$ cat src/rtl/egg_timer_ctrl.sv
// Egg-timer sequencer: BCD MM:SS setpoint, 1 s prescaler, IDLE/RUN/PAUSE/DONE control.
// Optional macro ALARM_TIMEOUT_EN: DONE returns to IDLE by itself after ALARM_SECS ticks.
module egg_timer_ctrl #(
  parameter int TICK_DIV   = 50000000,
  parameter int ALARM_SECS = 10
) (
  input  logic       clk,
  input  logic       reset,
  input  logic       enable,
  input  logic       cook_time,
  input  logic       minutes,
  input  logic       seconds,
  output logic [2:0] m_tens,
  output logic [3:0] m_ones,
  output logic [2:0] s_tens,
  output logic [3:0] s_ones,
  output logic [1:0] state,
  output logic       alarm
);
  localparam int PW = (TICK_DIV > 1) ? $clog2(TICK_DIV) : 1;
  localparam logic [PW-1:0] TICK_LAST = PW'(TICK_DIV - 1);
  localparam logic [PW-1:0] PRESC_ONE = PW'(32'd1);

  typedef enum logic [1:0] {IDLE = 2'b00, RUN = 2'b01, PAUSE = 2'b10, DONE = 2'b11} state_t;

  state_t        state_r, state_nxt_s;
  logic [13:0]   sp_r, sp_nxt_s, rm_r, rm_nxt_s, disp_nxt_s;
  logic [PW-1:0] presc_r, presc_nxt_s;
  logic          min_prev_r, sec_prev_r;
  logic          min_edge_s, sec_edge_s, tick_s, start_ok_s;

  // Packed time layout: {m_tens[13:11], m_ones[10:7], s_tens[6:4], s_ones[3:0]}.
  function automatic logic [6:0] bcd_inc59(input logic [6:0] f);
    logic [6:0] r;
    if (f[3:0] != 4'd9) r = {f[6:4], f[3:0] + 4'd1};
    else if (f[6:4] != 3'd5) r = {f[6:4] + 3'd1, 4'd0};
    else r = 7'd0;
    return r;
  endfunction

  function automatic logic [13:0] bcd_dec(input logic [13:0] t);
    logic [13:0] r;
    r = t;
    if (t[3:0] != 4'd0) r[3:0] = t[3:0] - 4'd1;
    else begin
      r[3:0] = 4'd9;
      if (t[6:4] != 3'd0) r[6:4] = t[6:4] - 3'd1;
      else begin
        r[6:4] = 3'd5;
        if (t[10:7] != 4'd0) r[10:7] = t[10:7] - 4'd1;
        else begin
          r[10:7]  = 4'd9;
          r[13:11] = t[13:11] - 3'd1;
        end
      end
    end
    return r;
  endfunction

`ifdef ALARM_TIMEOUT_EN
  localparam int CW = (ALARM_SECS > 1) ? $clog2(ALARM_SECS) : 1;
  localparam logic [CW-1:0] ACNT_LAST = CW'(ALARM_SECS - 1);
  localparam logic [CW-1:0] ACNT_ONE  = CW'(32'd1);
  logic [CW-1:0] acnt_r, acnt_nxt_s;
  logic          hold_r, hold_nxt_s;
  // After a timeout, IDLE must see cook_time low before it may start again.
  assign start_ok_s = ~hold_r;
`else
  logic unused_alarm_secs_s;
  assign unused_alarm_secs_s = (ALARM_SECS > 32'sd0);
  assign start_ok_s = 1'b1;
`endif

  assign min_edge_s = minutes & ~min_prev_r;
  assign sec_edge_s = seconds & ~sec_prev_r;
  assign tick_s     = (presc_r == TICK_LAST);

  // Next-state, setpoint, remaining-time and prescaler selection.
  always_comb begin
    state_nxt_s = state_r;
    sp_nxt_s    = sp_r;
    rm_nxt_s    = rm_r;
    presc_nxt_s = presc_r;
`ifdef ALARM_TIMEOUT_EN
    acnt_nxt_s  = {CW{1'b0}};
    hold_nxt_s  = hold_r & cook_time;
`endif
    case (state_r)
      IDLE: begin
        sp_nxt_s[13:7] = min_edge_s ? bcd_inc59(sp_r[13:7]) : sp_r[13:7];
        sp_nxt_s[6:0]  = sec_edge_s ? bcd_inc59(sp_r[6:0]) : sp_r[6:0];
        if (cook_time && (sp_r != 14'd0) && start_ok_s) begin
          state_nxt_s = RUN;
          rm_nxt_s    = sp_r;
          presc_nxt_s = {PW{1'b0}};
        end else begin
          state_nxt_s = IDLE;
        end
      end
      RUN: begin
        if (tick_s) begin
          rm_nxt_s    = bcd_dec(rm_r);
          presc_nxt_s = {PW{1'b0}};
        end else begin
          presc_nxt_s = presc_r + PRESC_ONE;
        end
        if (tick_s && (rm_r == 14'd1)) state_nxt_s = DONE;
        else if (!cook_time) state_nxt_s = PAUSE;
        else state_nxt_s = RUN;
      end
      PAUSE: begin
        if (minutes && seconds) state_nxt_s = IDLE;
        else if (cook_time) state_nxt_s = RUN;
        else state_nxt_s = PAUSE;
      end
      DONE: begin
`ifdef ALARM_TIMEOUT_EN
        presc_nxt_s = tick_s ? {PW{1'b0}} : presc_r + PRESC_ONE;
        acnt_nxt_s  = tick_s ? acnt_r + ACNT_ONE : acnt_r;
        if (!cook_time) state_nxt_s = IDLE;
        else if (tick_s && (acnt_r == ACNT_LAST)) begin
          state_nxt_s = IDLE;
          hold_nxt_s  = 1'b1;
        end else begin
          state_nxt_s = DONE;
        end
`else
        if (!cook_time) state_nxt_s = IDLE;
        else state_nxt_s = DONE;
`endif
      end
      default: state_nxt_s = IDLE;
    endcase
  end

  // Display follows the state being entered so digits and state change on the same edge.
  always_comb begin
    case (state_nxt_s)
      IDLE:       disp_nxt_s = sp_nxt_s;
      RUN, PAUSE: disp_nxt_s = rm_nxt_s;
      DONE:       disp_nxt_s = 14'd0;
      default:    disp_nxt_s = 14'd0;
    endcase
  end

  // Core state, edge history and registered outputs; enable low freezes everything.
  always_ff @(posedge clk or negedge reset) begin
    if (!reset) begin
      state_r    <= IDLE;
      sp_r       <= 14'd0;
      rm_r       <= 14'd0;
      presc_r    <= {PW{1'b0}};
      min_prev_r <= 1'b0;
      sec_prev_r <= 1'b0;
      m_tens     <= 3'd0;
      m_ones     <= 4'd0;
      s_tens     <= 3'd0;
      s_ones     <= 4'd0;
      state      <= 2'b00;
      alarm      <= 1'b0;
    end else if (enable) begin
      state_r    <= state_nxt_s;
      sp_r       <= sp_nxt_s;
      rm_r       <= rm_nxt_s;
      presc_r    <= presc_nxt_s;
      min_prev_r <= minutes;
      sec_prev_r <= seconds;
      m_tens     <= disp_nxt_s[13:11];
      m_ones     <= disp_nxt_s[10:7];
      s_tens     <= disp_nxt_s[6:4];
      s_ones     <= disp_nxt_s[3:0];
      state      <= state_nxt_s;
      alarm      <= (state_nxt_s == DONE);
    end
  end

`ifdef ALARM_TIMEOUT_EN
  // Alarm duration counter and restart interlock.
  always_ff @(posedge clk or negedge reset) begin
    if (!reset) begin
      acnt_r <= {CW{1'b0}};
      hold_r <= 1'b0;
    end else if (enable) begin
      acnt_r <= acnt_nxt_s;
      hold_r <= hold_nxt_s;
    end
  end
`endif

endmodule

$ cat config.mk
export PLATFORM = sky130hd
export DESIGN_NAME = egg_timer_ctrl
export DESIGN_NICKNAME = d
export VERILOG_FILES = /design/src/rtl/egg_timer_ctrl.sv
export SDC_FILE = /design/constraint.sdc
export NUM_CORES = 1
export LEC_CHECK = 0
export BUFFER_PORTS_ARGS = -buffer_cell sky130_fd_sc_hd__buf_2
export CORE_MARGIN = 1.5
export CORE_UTILIZATION = 50
export CTS_CLUSTER_SIZE = 10
export DETAILED_ROUTE_END_ITERATION = 12
export PLACE_DENSITY = 0.67
export SLEW_MARGIN = 25
export SYNTH_ARGS = -nofsm -noshare
export SYNTH_HDL_FRONTEND = slang
export SYNTH_SLANG_ARGS = --single-unit
$ cat constraint.sdc
create_clock -name clk -period 3.7 [get_ports clk]
set_input_delay 0.555 -clock clk [delete_from_list [all_inputs] [get_ports clk]]
set_output_delay 0.555 -clock clk [all_outputs]
set_load 0.01 [all_outputs]
==> run metrics, run 1 <==
Worst EP arrival approximately 3.6 ns; Netlist cell types 66; clk_lat worst skew 0.36 ns; Critical Path End Type register; Rel. slew slack 0.423; mapped cell area 4790 um^2; Synth top cells by count dfrtp_1, nand2_1, o21ai_0; area leader, netlist dfrtp_1; reg-to-reg slack, setup 0.36 ns; most area-consuming cells after synthesis dfrtp_1, o21ai_0, nand2_1; Syn Area/Cell roughly 8.5 um^2; # port buffers 22; clk sinks 73; Leakage between 0.002 and 0.0025 uW; flops & latches, synth 73; TritonRoute pass-1 iters 5; largest net degree at the start of global routing 74; gr usage total 0.268; Remaining DRCs 0; CTS root buffer clkbuf_8; Post-synth EDFFs 0; fin crit period 3.34 ns; crit path buf inv count 0; I/O pin cnt 23; HP Class input pin to asynchronous set/reset pin; Slew @ Worst Pin between 0.8 and 0.9 ns; cell count after synthesis approximately 560; CP max FO 9; family with the most delay on the worst path simple AND/OR/NAND/NOR gates; core area 9280 um^2; post-CTS sizing 0; status completed; RSZ-0062 raised after global routing false; final hold violation count 0; vias in the first global route ~4.2k; synth warn 0; max-slew violations 0; Post-Route Utilization 0.564; Die Y 101 um; reg2reg path depth 12; Power Density 669 nW/um^2; WS Path Type register to register; Rows 35; maximum clock rate 0.299 GHz; top-count cell post-synth dfrtp_1; total grt overflow 0; Worst VDD drop ~0.00026 V; fraction of layout cells with a size suffix above 1 0.133; die area roughly 10000 um^2; initial antenna violation count 0; Synth top area share 0.381; area grow syn2layout 9.33%; setup tns final 0 ns; fin crit share 0.903; Async SR Flop Fraction 1.00; nets between 500 and 600; Initial Utilization 0.516; CP Cell Sequence ha_1, and3_1, nand4_1, or3_1, o31ai_1, a22oi_1, ha_1, nor2b_1, nand2_1, a221oi_2, o21ai_1, nand2_1; Clock Tree Buf Depth 2; first-pass GRT wire length ~21 mm; GPL Wtd Cong 0.858; post-synth net total 577; Slowest-stage cell, CP or3_1; DR vias around 4.4k; Seq/Total Area, Yosys 0.381; TritonCTS Buffers 9; Synth Flop Type dfrtp_1; die width 101 um; First DRT Iteration DRCs roughly 300; # Post-CTS Setup Buffers 0; # diodes 0; Via-to-Cell Ratio approximately 6.3; Reg-to-Reg Start presc_r[0]$_DFFE_PN0P_; CTS tree yes; setup violators final 0; hold_ws 0.206 ns; H-tree levels 3; hpwl dp roughly 9.1 mm; Worst Skew approximately 0.0083 ns; FF-to-FF End s_ones[1]$_DFFE_PN0P_; clk slew on worst S/H paths 0.08 ns; final WL roughly 13 mm; Hold-fix buffers, CTS 0; CP required approximately 4.0 ns; Worst setup SP type register; ANT nets after route 0; CP max stage delay around 0.5 ns; Avg WL per Cell roughly 18 um; total of max-cap violations 0
[how the worst max path moves through the flow]
stage / endpoint / depth (start not counted) / startpoint / slack (ns)
CTS: m_tens[2]$_DFFE_PN0P_ / 12 / presc_r[0]$_DFFE_PN0P_ / 0.39
global placement: m_tens[2]$_DFFE_PN0P_ / 11 / presc_r[0]$_DFFE_PN0P_ / 0.50
floorplan: m_tens[2]$_DFFE_PN0P_ / 11 / sp_r[9]$_DFFE_PN0P_ / 0.79
global route: s_ones[1]$_DFFE_PN0P_ / 12 / presc_r[0]$_DFFE_PN0P_ / 0.09
detailed placement: m_tens[2]$_DFFE_PN0P_ / 11 / presc_r[0]$_DFFE_PN0P_ / 0.41
finish: s_ones[1]$_DFFE_PN0P_ / 12 / presc_r[0]$_DFFE_PN0P_ / 0.36
[worst register-to-register path: stages, from the launching register on]
cell and delay (ns):
dfrtp_1 0.42, ha_1 0.23, and3_1 0.27, nand4_1 0.15
or3_1 0.51, o31ai_1 0.30, a22oi_1 0.14, ha_1 0.31
nor2b_1 0.18, nand2_1 0.31, a221oi_2 0.28, o21ai_1 0.10
nand2_1 0.08
[metal layers]
layer | part of all wire | vias to the layer above | global-route usage
met5 | 0 | - | 0
met3 | 0.064 | 32 | 0.0458
met2 | 0.48 | 165 | 0.442
met4 | 0.024 | 0 | 0.115
li1 | - | 2092 | -
met1 | 0.43 | 2151 | 0.346
[cell usage in the layout, fill, tap and decap left out, types with 3 or more instances in the layout]
| cell | synthesis | layout |
|---|---|---|
| nand4_1 | 12 | 12 |
| o311ai_1 | 3 | 3 |
| inv_1 | 20 | 20 |
| nor4b_1 | 3 | 3 |
| xor2_1 | 4 | 4 |
| clkbuf_8 | 0 | 10 |
| o21ai_0 | 50 | 50 |
| nor3_1 | 22 | 22 |
| mux2_2 | 13 | 13 |
| nand3_1 | 26 | 26 |
| o22a_1 | 3 | 3 |
| a2bb2oi_1 | 3 | 3 |
| nor2b_1 | 12 | 12 |
| a22oi_1 | 7 | 7 |
| o21bai_1 | 3 | 3 |
| o31ai_1 | 10 | 10 |
| a21oi_1 | 31 | 31 |
| nand2b_1 | 3 | 3 |
| a31oi_1 | 9 | 9 |
| dfrtp_1 | 73 | 73 |
| or3_1 | 3 | 3 |
| mux2i_1 | 6 | 6 |
| o22ai_1 | 4 | 4 |
| buf_4 | 1 | 14 |
| buf_2 | 6 | 21 |
| nor3b_1 | 3 | 3 |
| and2_1 | 6 | 6 |
| and3_1 | 8 | 8 |
| o21ai_1 | 4 | 4 |
| nor4_1 | 8 | 8 |
| o221ai_1 | 6 | 6 |
| ha_1 | 8 | 8 |
| and4_1 | 5 | 5 |
| nor2_1 | 40 | 40 |
| a21o_1 | 6 | 6 |
| xnor2_1 | 17 | 17 |
| nand2_1 | 64 | 64 |
[state kept, by name, indices dropped and copies added (netlist names)]
name	flops
alarm	1
m_ones	4
m_tens	3
min_prev_r	1
presc_r	26
rm_r	14
s_ones	4
s_tens	3
sec_prev_r	1
sp_r	14
state_r	2
[layout make-up]
type / instances / area (um^2)
fill: 862 / 4050
inverter: 20 / 75.1
clock inverter: 5 / 80.1
tap: 129 / 161
timing repair buffer: 36 / 221
multi-input combinational: 436 / 2730
clock buffer: 10 / 138
sequential: 73 / 1830
[report_power, final]
part | switching (uW) | internal, uW
Clock | 325 | 393
Sequential | 273 | 977
Combinational | 940 | 597
Total | 1540 | 1970
[per-stage QoR]
stage	power (uW)	std cells	worst slack, ns	cell area (um^2)
2_1_floorplan	2290	563	0.788	4790
3_5_place_dp	2770	694	0.410	5010
4_1_cts	3490	709	0.389	5230
5_1_grt	3750	709	0.0919	5240
3_3_place_gp	2730	694	0.496	5010
6_report	3500	709	0.360	5240
[logic make-up (layout without fill, tap and decap cells)]
logic type	count (synthesis)	count (layout)	share of synthesized area
flops	73	73	0.381
simple gates	227	227	0.246
mux	19	19	0.0431
fa+ha+maj	8	8	0.0209
buf+inv	54	71	0.0478
compound gates	161	161	0.222
xor+xnor	21	21	0.0384
Note: power is estimated with default switching activity, not from simulation.
==> run 2: changes to the inputs <==
--- a/config.mk
+++ b/config.mk
@@ -5,6 +5,7 @@
 export SDC_FILE = /design/constraint.sdc
 export NUM_CORES = 1
 export LEC_CHECK = 0
+export ABC_AREA = 1
 export BUFFER_PORTS_ARGS = -buffer_cell sky130_fd_sc_hd__buf_2
 export CORE_MARGIN = 1.5
 export CORE_UTILIZATION = 50
==> run 2 against run 1 <==
Non-clock buffer count fell by 11. Routed wire length rose by 4.1%. Register-to-register slack improved by 0.08 ns. Clock power rose by 1%. Maximum frequency rose by 2.5%. Critical path depth rose by 6. Largest power group unchanged.
==> run metrics, run 2 <==
Syn Area/Cell between 7 and 8 um^2; fin crit period ~3.3 ns; post-synth net total around 750; synth warn 0; HP Class input pin to asynchronous set/reset pin; Seq/Total Area, Yosys 0.356; top-count cell post-synth nand2_1; sw power around 1800 uW; largest net degree at the start of global routing 74; setup tns final 0 ns; filler instances between 900 and 1k; largest registers presc_r (26), rm_r (14), sp_r (14); reg-to-reg slack, setup approximately 0.44 ns; nets roughly 760; Rows 36; # port buffers 22; # diodes 0; CP required between 3 and 4 ns; Power Density slightly below 700 nW/um^2; Synth top cells by count nand2_1, inv_1, dfrtp_1; RSZ-0062 raised after global routing false; most frequent cells in the layout nand2_1, inv_1, dfrtp_1; final WL approximately 13 mm; switching fraction of total power 0.473; area grow syn2layout 7.90%; post-CTS sizing 0; I/O pin cnt 23; CP Cell Sequence ha_1, nand3_2, nor2_4, nand2_4, nor2_4, nand2_4, o21ai_0, nand2_1, nand3_2, inv_1, ha_1, inv_1, nand2_1, nor2_1, inv_1, a21oi_1, nand2_1, o211ai_1; Netlist cell types 50; DR vias ~4.9k; Avg WL per Cell between 15 and 20 um; # Post-CTS Setup Buffers 0; clk_lat worst skew between 0.3 and 0.4 ns; Int Pwr between 1500 and 2000 uW; Async SR Flop Fraction 1.00; Leakage about 0.0027 uW; Slew @ Worst Pin just under 0.7 ns; Synth Flop Type dfrtp_1; area of the multi-input gates 2800 um^2; register area about 1800 um^2; CP max stage delay between 0.3 and 0.4 ns; total of max-cap violations 0; status completed; Clock power frac 0.194; First DRT Iteration DRCs ~440; largest register by flop count presc_r; initial antenna violation count 0; first-pass GRT wire length 22.7 mm; H-tree levels 3; hpwl dp about 10 mm; flops & latches, synth 73; Slowest-stage cell, CP nor2_1; mapped cell area 5130 um^2; Via-to-Cell Ratio approximately 5.5; crit path buf inv count 3; die width roughly 100 um; most area-consuming cells after synthesis dfrtp_1, nand2_1, inv_1; setup violators final 0; most common cell after layout, fill and taps aside nand2_1; fraction of layout cells with a size suffix above 1 0.139; Worst setup SP type register; Critical Path End Type register; Hold-fix buffers, CTS 0; Worst EP arrival between 3 and 4 ns; TritonRoute pass-1 iters 5; Placed Area 5300 um^2; Clock Tree Buf Depth 2; Post-synth EDFFs 0; FF-to-FF End m_tens[1]$_DFFE_PN0P_; final hold violation count 0; area leader, netlist dfrtp_1; Die Y roughly 100 um; cell count after synthesis 731; reg2reg path depth 18; ANT nets after route 0; Synth top area share 0.356; max reg flops 26; total grt overflow 0; vias in the first global route ~4.4k; Worst Skew between 0.015 and 0.02 ns; combinational power share 0.484; hold_ws 0.195 ns; CTS tree yes; WS Path Type register to register; maximum clock rate between 0.3 and 0.4 GHz; max-slew violations 0; CP max FO 12; CTS root buffer clkbuf_8; die area 10900 um^2; Flop pwr share 0.322; clk slew on worst S/H paths ~0.080 ns; TritonCTS Buffers 9; Worst VDD drop between 0.0004 and 0.0005 V; clk sinks 73; family with the most delay on the worst path simple AND/OR/NAND/NOR gates; Rel. slew slack 0.540; core area roughly 9900 um^2; Reg-to-Reg Start presc_r[0]$_DFFE_PN0P_; fin crit share 0.880; gr usage total 0.262; Remaining DRCs 0; GPL Wtd Cong around 0.93; post-route cell area between 5000 and 6000 um^2; Initial Utilization 0.520
==> run 2: cell count changes after synthesis, sizes merged, moves of 12 or more <==
cell / previous run / this run
nor2b: 12 / 0
nor2: 40 / 77
mux2: 13 / 0
xnor2: 17 / 1
nand3: 26 / 60
nand2: 64 / 223
clkbuf: 24 / 5
inv: 20 / 97
==> run 2: layout make-up <==
type / instances / share of cell area
clock buffers: 11 / 0.0274
flip-flops and latches: 73 / 0.330
clock inverters: 5 / 0.0140
multi-input cells: 541 / 0.505
inverters: 98 / 0.0683
well taps: 133 / 0.0301
repair buffers: 25 / 0.0251
==> run 2: metal layers <==
| layer | GRT usage | wire (um) | up-vias |
|---|---|---|---|
| li1 | - | - | 2408 |
| met1 | 0.400 | 6510 | 2280 |
| met2 | 0.373 | 5760 | 171 |
| met3 | 0.0533 | 990 | 15 |
| met4 | 0.0635 | 182 | 0 |
| met5 | 0 | 0 | - |
==> run 2: logic make-up (layout without fill, tap and decap cells) <==
family,count (synthesis),count (layout),share of synthesized area
adders and majority gates,8,8,0.0195
DFF,73,73,0.356
xor gates and xnor gates,15,15,0.0256
and+or+nand+nor,404,404,0.371
AOI/OAI and AO/OA,114,114,0.129
buffers and inverters,117,139,0.0988
==> run 2: worst max path at each step <==
stage / from / end / slack [ns] / depth (start not counted)
finish: presc_r[0]$_DFFE_PN0P_ / m_tens[1]$_DFFE_PN0P_ / 0.44 / 18
global placement: presc_r[0]$_DFFE_PN0P_ / m_tens[1]$_DFFE_PN0P_ / 0.69 / 18
CTS: presc_r[0]$_DFFE_PN0P_ / m_tens[1]$_DFFE_PN0P_ / 0.47 / 18
floorplan: presc_r[0]$_DFFE_PN0P_ / m_tens[1]$_DFFE_PN0P_ / 1.14 / 18
detailed placement: presc_r[0]$_DFFE_PN0P_ / m_tens[1]$_DFFE_PN0P_ / 0.50 / 18
global route: presc_r[0]$_DFFE_PN0P_ / m_tens[1]$_DFFE_PN0P_ / 0.05 / 18
==> run 2: metrics by stage <==
stage,power (uW),setup slack (ns),util,instances
detailed placement,3020,0.500,0.538,870
floorplan,2510,1.14,-,731
global route,4090,0.0479,0.561,886
finish,3760,0.442,0.561,886
global placement,2990,0.691,0.538,870
CTS,3750,0.470,0.561,886
==> run 2: power by group through the flow <==
stage | Combinational (uW) | Clock [uW] | Sequential (uW)
4_1_cts | 1800 | 742 | 1210
2_1_floorplan | 1320 | 0 | 1190
5_1_grt | 2070 | 774 | 1240
3_5_place_dp | 1800 | 0 | 1220
3_3_place_gp | 1770 | 0 | 1220
6_report | 1820 | 728 | 1210
